===== src/rtl/ibex_rf_wport_arbiter.sv =====
`default_nettype none
// ============================================================================
// Module   : ibex_rf_wport_arbiter
// Brief    : Shares the register-file write port between EX writeback and LSU
//            load writeback. Provides a one-entry LSU holding buffer with an
//            anti-starvation limit, and zero-sweeps x1..xN-1 after reset
//            because the latch array itself has no reset.
// Revision : 1.0 - initial release
// ============================================================================
module ibex_rf_wport_arbiter #(
  parameter bit          RV32E        = 1'b0,
  parameter int unsigned DataWidth    = 32,
  parameter bit          INIT_CLEAR   = 1'b1,
  parameter int unsigned STARVE_LIMIT = 4
) (
  input  logic                 clk_int,
  input  logic                 rst_ni,
  input  logic                 ex_valid_i,
  input  logic [4:0]           ex_addr_i,
  input  logic [DataWidth-1:0] ex_data_i,
  output logic                 ex_ready_o,
  input  logic                 lsu_valid_i,
  input  logic [4:0]           lsu_addr_i,
  input  logic [DataWidth-1:0] lsu_data_i,
  output logic                 lsu_ready_o,
  output logic                 rf_we_o,
  output logic [4:0]           rf_waddr_o,
  output logic [DataWidth-1:0] rf_wdata_o,
  output logic                 init_done_o,
  output logic                 pend_valid_o,
  output logic [4:0]           pend_addr_o,
  output logic [DataWidth-1:0] pend_data_o
);

  localparam int unsigned ADDR_WIDTH = RV32E ? 4 : 5;
  localparam int unsigned NUM_WORDS  = 2 ** ADDR_WIDTH;

  // Addresses are kept 5 bits wide and masked, so unused upper bits read 0.
  localparam logic [4:0] c_addr_mask    = 5'(NUM_WORDS - 1);
  localparam logic [4:0] c_last_addr    = 5'(NUM_WORDS - 1);
  localparam logic [3:0] c_starve_limit = 4'(STARVE_LIMIT);

  typedef enum logic [0:0] {
    ST_CLEAR = 1'b0,
    ST_RUN   = 1'b1
  } state_e;

  localparam state_e c_reset_state = INIT_CLEAR ? ST_CLEAR : ST_RUN;

  state_e               r_state;
  state_e               w_state_next;
  logic [4:0]           r_sweep_addr;
  logic                 r_buf_valid;
  logic [4:0]           r_buf_addr;
  logic [DataWidth-1:0] r_buf_data;
  logic [3:0]           r_starve_cnt;

  logic [4:0] w_ex_addr;
  logic [4:0] w_lsu_addr;
  logic       w_run;
  logic       w_starved;
  logic       w_ex_fire;
  logic       w_lsu_fire;
  logic       w_buf_load;
  logic       w_buf_drain;
  logic       w_buf_cancel;

  assign w_ex_addr  = ex_addr_i & c_addr_mask;
  assign w_lsu_addr = lsu_addr_i & c_addr_mask;
  assign w_run      = (r_state == ST_RUN);

  // Starvation only exists while something sits in the buffer.
  assign w_starved   = r_buf_valid && (r_starve_cnt == c_starve_limit);
  assign lsu_ready_o = w_run && !r_buf_valid;
  assign ex_ready_o  = w_run && !w_starved;
  assign w_ex_fire   = ex_valid_i && ex_ready_o;
  assign w_lsu_fire  = lsu_valid_i && lsu_ready_o;

  // A newer EX write to the buffered register makes the buffered load stale.
  assign w_buf_cancel = w_ex_fire && r_buf_valid && (w_ex_addr == r_buf_addr);

  assign init_done_o  = w_run;
  assign pend_valid_o = r_buf_valid;
  assign pend_addr_o  = r_buf_addr;
  assign pend_data_o  = r_buf_data;

  // Next-state and write-port selection: sweep in CLEAR, fixed priority in RUN.
  always_comb begin
    w_state_next = r_state;
    rf_we_o      = 1'b0;
    rf_waddr_o   = 5'd0;
    rf_wdata_o   = '0;
    w_buf_load   = 1'b0;
    w_buf_drain  = 1'b0;
    case (r_state)
      ST_CLEAR: begin
        rf_we_o    = 1'b1;
        rf_waddr_o = r_sweep_addr;
        if (r_sweep_addr == c_last_addr) begin
          w_state_next = ST_RUN;
        end
      end
      ST_RUN: begin
        if (w_starved) begin
          rf_we_o     = 1'b1;
          rf_waddr_o  = r_buf_addr;
          rf_wdata_o  = r_buf_data;
          w_buf_drain = 1'b1;
        end else if (ex_valid_i) begin
          rf_we_o    = (w_ex_addr != 5'd0);
          rf_waddr_o = w_ex_addr;
          rf_wdata_o = ex_data_i;
          // A colliding load is parked rather than dropped; x0 loads vanish.
          w_buf_load = w_lsu_fire && (w_lsu_addr != 5'd0);
        end else if (r_buf_valid) begin
          rf_we_o     = 1'b1;
          rf_waddr_o  = r_buf_addr;
          rf_wdata_o  = r_buf_data;
          w_buf_drain = 1'b1;
        end else if (w_lsu_fire) begin
          rf_we_o    = (w_lsu_addr != 5'd0);
          rf_waddr_o = w_lsu_addr;
          rf_wdata_o = lsu_data_i;
        end
      end
      default: begin
        w_state_next = c_reset_state;
      end
    endcase
  end

  // State register and post-reset sweep address.
  always_ff @(posedge clk_int or negedge rst_ni) begin
    if (!rst_ni) begin
      r_state      <= c_reset_state;
      r_sweep_addr <= 5'd1;
    end else begin
      r_state <= w_state_next;
      if (r_state == ST_CLEAR) begin
        r_sweep_addr <= (r_sweep_addr + 5'd1) & c_addr_mask;
      end
    end
  end

  // LSU holding buffer: load on collision, clear on drain or cancellation.
  always_ff @(posedge clk_int or negedge rst_ni) begin
    if (!rst_ni) begin
      r_buf_valid <= 1'b0;
      r_buf_addr  <= 5'd0;
      r_buf_data  <= '0;
    end else if (w_buf_load) begin
      r_buf_valid <= 1'b1;
      r_buf_addr  <= w_lsu_addr;
      r_buf_data  <= lsu_data_i;
    end else if (w_buf_drain || w_buf_cancel) begin
      r_buf_valid <= 1'b0;
    end
  end

  // Counts cycles the buffered entry is passed over; saturates at the limit.
  always_ff @(posedge clk_int or negedge rst_ni) begin
    if (!rst_ni) begin
      r_starve_cnt <= 4'd0;
    end else if (r_buf_valid && !w_buf_drain && !w_buf_cancel) begin
      if (r_starve_cnt != c_starve_limit) begin
        r_starve_cnt <= r_starve_cnt + 4'd1;
      end
    end else begin
      r_starve_cnt <= 4'd0;
    end
  end

endmodule
`default_nettype wire

===== config.mk =====
export PLATFORM = sky130hd
export DESIGN_NAME = ibex_rf_wport_arbiter
export DESIGN_NICKNAME = d
export VERILOG_FILES = /design/src/rtl/ibex_rf_wport_arbiter.sv
export SDC_FILE = /design/constraint.sdc
export NUM_CORES = 1
export LEC_CHECK = 0
export CORE_AREA = 4 4 113 115
export DETAILED_ROUTE_END_ITERATION = 8
export DIE_AREA = 0 0 117 119
export SYNTH_ARGS = -nofsm -noshare
export SYNTH_HDL_FRONTEND = slang
export SYNTH_SLANG_ARGS = --single-unit

===== constraint.sdc =====
create_clock -name clk_int -period 1.97 [get_ports clk_int]
set_input_delay 0.2955 -clock clk_int [delete_from_list [all_inputs] [get_ports clk_int]]
set_output_delay 0.2955 -clock clk_int [all_outputs]
set_load 0.01 [all_outputs]

# Word level (Yosys, flattened, before mapping)
# Index checks and enable logic that the tools add are counted.
# word_totals
ff_bits,48
in_bits,78
output_inout_bits,79
# classes
add_sub_neg,2
eq_ne,5
n_mux,28
n_bitwise,1
reduce_logical,18
# ops
operator,count
$mux 32,5
$mux 5,4
$mux 1,15
$logic_and 1x1->1,10
$pmux 5 s2,1
$reduce_bool 5->1,2
$mux 4,2
$add 5x1->5 const B,1
$eq 5x5->1,1
$eq 5x5->1 const B,1
$add 4x1->4 const B,1
$eq 4x3->1 const B,1
$logic_not 1->1,4
$ne 4x3->1 const B,1
$ne 2x1->1 const B,1
$pmux 1 s2,1
$reduce_bool 2->1,1
$logic_or 1x1->1,1
$not 1->1,1

# Longest topological paths before layout
# logic_depth
ltp_word,10
mapped_depth,7
mapped_depth_nobuf,6

# Worst setup path after synthesis
# No wires, ideal clock.
# synth_path
path_kind,register -> output
startpoint,register r_starve_cnt[0]
endpoint,output port rf_wdata_o[27]
arrival_time_ns,1.573
required_time_ns,1.674
setup_slack_ns,0.102
stages_incl_launch_ff,8
n_path_buf,2
cell_sequence,dfrtp_1 > inv_1 > ha_1 > nand4b_1 > buf_2 > clkbuf_1 > o211ai_1 > a21oi_1
# synth_via
elab_chain_len,4
# synth_lines
item,line,text
start: declaration,56,logic [3:0] r_starve_cnt;
start signal: assignment,166,r_starve_cnt <= r_starve_cnt + 4'd1;
$eq 4x3->1,73,assign w_starved = r_buf_valid && (r_starve_cnt == c_starve_limit);
$logic_and 1x1->1,73,
$mux 32,104,if (w_starved) begin
$mux 32,95,case (r_state)
end: declaration,28,"output logic [DataWidth-1:0] rf_wdata_o,"
# Every way passes these cells.

# Final worst setup path
# layout_path
startpoint,"register r_buf_valid, in the netlist pend_valid_o"
endpoint,output port rf_wdata_o[13]
# layout_via
elab_chain_len,8
word_cells_on_any_way,9
cone_classes,mux (5); reduce/logical (4)
# layout_lines
item,line,text
start: declaration,53,logic r_buf_valid;
start signal: assignment,148,r_buf_valid <= 1'b0;
start signal: assignment,152,r_buf_valid <= 1'b1;
start signal: assignment,156,r_buf_valid <= 1'b0;
$logic_not 1->1,74,assign lsu_ready_o = w_run && !r_buf_valid;
$logic_and 1x1->1,74,
$logic_and 1x1->1,77,assign w_lsu_fire = lsu_valid_i && lsu_ready_o;
$mux 32,120,end else if (w_lsu_fire) begin
$mux 32,115,end else if (r_buf_valid) begin
$mux 32,109,end else if (ex_valid_i) begin
$mux 32 (*),104,
$mux 32 (*),95,
# Every way passes the cells marked *; elsewhere a longest branch is shown, timed or not.

==> results.json <==
{
  "status": "complete, but fails checks",
  "violations": "setup timing",
  "muxShareOfSynthArea_pct": 14.8,
  "required_ns": 1.67,
  "internal-power_uw": 2650,
  "setup_viol": 39,
  "p_total_uw": 3910,
  "pre_cts_ws_ns": -0.564,
  "ctsHtreeMaxLevel": 2,
  "slew_viol_final": 0,
  "gr-usage-all-layers_pct": 17.4,
  "timing.fmax_mhz": 469,
  "antenna_found_initial": 0,
  "io_buffers": 156,
  "slew_headroom_pct": 57.7,
  "wl_per_cell_um": 19.4,
  "synth_flop_cell": "dfrtp_1",
  "finish.instance_area_mm2": 0.00581,
  "die_x_um": 117,
  "synth_edf_count": 0,
  "path_class": "reg -> out",
  "yosysUniqueCellTypes": 39,
  "syn_area_per_cell_um2": 10.2,
  "multi_input_area_mm2": 0.00219,
  "period_share_pct": 108,
  "synth-simple-area-share_pct": 9.96,
  "synth_top_area_share_pct": 35.1,
  "via_per_inst": 5.27,
  "fillers": 1126,
  "hold_violations": 0,
  "cp_slowest_cell": "dfrtp_1",
  "synthAdderAreaFrac_pct": 1.49,
  "arrival_ns": 1.84,
  "fin_nets": 607,
  "ys_async_sr_fraction_pct": 100,
  "area.growth.synth_to_final_pct": 73.2,
  "fin_crit_ns": 2.13,
  "drive_gt1_share_pct": 44.2,
  "power.switching_uw": 1260,
  "clockPowerShare_pct": 21.1,
  "die_h_um": 119,
  "postPlaceCellArea_mm2": 0.00541,
  "synth_area_leaders": "dfrtp_1 35%, a221o_1 8.4%, mux2_4 8.1%",
  "crit_path_end_kind": "output pin",
  "clk_pin_slew_worst_paths_ns": 0.07,
  "syn_inst": 328,
  "reg2regPathDepth": 5,
  "routabilityCongestion": 0.858,
  "synth.largest_area_cell": "dfrtp_1",
  "hp-class": "in -> async",
  "cts_hold_buf": 0,
  "drt_first_pass_iters": 4,
  "final_core_util_pct": 49.2,
  "ir_worst_vdd_v": 0.000360,
  "grt_max_degree": 49,
  "grt_pass1_vias": 3788,
  "cpPeakStageDelay_ns": 0.42,
  "synth_seq_area_share_pct": 35.9,
  "synth_warnings": 0,
  "antenna_cells": 0,
  "synth_xor_area_share_pct": 2.35,
  "rows": 40,
  "syn_nets": 410,
  "ys_top_cells_by_count": "47 x dfrtp_1, 36 x a21oi_1, 31 x nand2_1, 28 x a221o_1",
  "critPathMaxFanout": 17,
  "grt_remaining_overflow": 0,
  "core-area_mm2": 0.0118,
  "powerDensity_mw_per_mm2": 673,
  "cts_max_path_buffers": 2,
  "clkLatencyLatePin_ns": 0.29,
  "cp-endpoint": "rf_wdata_o[13]",
  "drtIter0Drc": 178,
  "crit_chain": "and3b_4 > buf_12 > a221o_1 > o211ai_2 > a21oi_2 > buf_2",
  "cts_root_buf": "clkbuf_16",
  "num_vias": 3543,
  "syn_area_mm2": 0.00335,
  "crit_path_start": "pend_valid_o$_DFFE_PN0P_",
  "power_frac_seq_pct": 35.5,
  "wl_um": 13000,
  "worstMarginPinSlew_ns": 0.635,
  "cts_tree": "built",
  "swShare_pct": 32.3,
  "numCtsBuffers": 5,
  "leakagePower_uw": 0.00248,
  "dieArea_mm2": 0.0139,
  "final-seq-area_mm2": 0.00120,
  "r2r-start": "pend_valid_o$_DFFE_PN0P_",
  "grt_pass1_wl_um": 19500,
  "ys_ff_latch": 48,
  "synth_most_common_cell": "dfrtp_1",
  "rsz0062_at_grt": "true",
  "synth_top_family_by_area": "compound AO/OA/AOI/OAI gates",
  "synth_compound_area_share_pct": 29.3,
  "io_pins": 157,
  "fin_ws_ns": -0.163,
  "hpwl_um": 8720,
  "power_frac_comb_pct": 43.4,
  "reg2reg_to": "pend_data_o[31]$_DFFE_PN0P_",
  "drcViolationCount": 0,
  "antenna_left": 0,
  "r2r_slack_ns": 0.21,
  "cap_viol_max_count": 0,
  "fin_skew_ns": 0.00690,
  "start_util_pct": 28.4,
  "numClockSinks": 48,
  "critPathLaunchType": "flop"
}
-- kinds of logic after synthesis --
kind of cell / Yosys count
compound gates: 119
simple gates: 72
flops: 48
buf+inv: 38
mux: 38
xor+xnor: 9
fa+ha+maj: 4
-- registers in the layout, summed over array words and instances (netlist names) --
name	cells
pend_data_o	32
pend_addr_o	5
r_sweep_addr	5
r_starve_cnt	4
init_done_o	1
pend_valid_o	1
-- power by group through the flow --
| stage | combinational [uW] | clock [uW] | sequential, uW |
|---|---|---|---|
| after global routing | 1810 | 879 | 1410 |
| after floorplan | 648 | 0 | 1440 |
| after CTS | 1670 | 844 | 1360 |
| final | 1700 | 826 | 1390 |
| after global placement | 1700 | 0 | 1360 |
| after detailed placement | 1710 | 0 | 1360 |
-- through the flow --
step                      setup TNS, ns  hold WS (ns)  std cells
after global placement           -19.79         0.453        651
after detailed placement         -20.49         0.454        651
after CTS                         -5.43         0.158        667
after floorplan                       0    -0.0000911        328
final                             -4.17         0.115        672
after global routing              -9.14         0.182        672
-- critical path, delay by kind of cell (launching register included) --
family          cells  cell delay [ns]
compound gates      3             0.42
flops               1             0.42
buf+inv             2             0.32
simple gates        1             0.39
-- worst min-delay path by stage --
stage,start,endpoint,slack (ns)
6_report,rst_ni,init_done_o$_DFF_PN0_,0.11
5_1_grt,rst_ni,r_sweep_addr[2]$_DFFE_PN0N_,0.18
4_1_cts,rst_ni,pend_data_o[6]$_DFFE_PN0P_,0.16
3_5_place_dp,rst_ni,r_sweep_addr[2]$_DFFE_PN0N_,0.45
3_3_place_gp,rst_ni,init_done_o$_DFF_PN0_,0.45
2_1_floorplan,rst_ni,init_done_o$_DFF_PN0_,-0.00009
-- layer usage --
layer | share of wire [%] | up-vias | track usage (%)
met4 | 2.1 | 0 | 5.23
met5 | 0 | - | 0
met3 | 6.8 | 21 | 3.91
met1 | 42 | 1737 | 21.6
li1 | - | 1643 | -
met2 | 49 | 142 | 29.7
-- cell usage in the layout, fill, tap and decap left out, types with 3 or more instances in the layout --
cell / Yosys / routed
clkbuf_16: 0 / 8
a221oi_2: 0 / 5
mux2_2: 20 / 20
nand2_4: 0 / 6
nand4_1: 3 / 3
a2bb2oi_1: 5 / 3
nand2_1: 31 / 21
o211ai_2: 20 / 20
buf_6: 7 / 7
clkdlybuf4s50_1: 0 / 112
nor3_1: 3 / 3
buf_2: 12 / 39
a31o_2: 4 / 4
xnor2_1: 9 / 9
nand3_1: 3 / 3
mux2_4: 18 / 18
a21oi_2: 0 / 22
a22oi_2: 0 / 4
a221o_1: 28 / 28
dfrtp_1: 47 / 47
a21oi_1: 36 / 13
o21ai_0: 6 / 3
and2_1: 5 / 5
nand2_2: 0 / 4
buf_4: 0 / 48
ha_1: 4 / 3
buf_12: 0 / 10
o211ai_1: 7 / 7
nor2_1: 18 / 17
-- area by class of cell --
class	instances	area share, %
Multi-Input combinational cell	242	37.6
Timing Repair Buffer	223	35.8
Sequential cell	48	20.7
Tap cell	147	3.17
Clock buffer	6	2.22
Inverter	5	0.388
Clock inverter	1	0.0862
-- repair_timing --
item,in CTS,in global routing
buffers inserted,8,4
gates cloned,1,3
endpoints found under the setup margin,40,40
pin swaps,21,21
resized for setup,182,49
hold endpoints to repair,0,0
(Power assumes the default switching activity.)
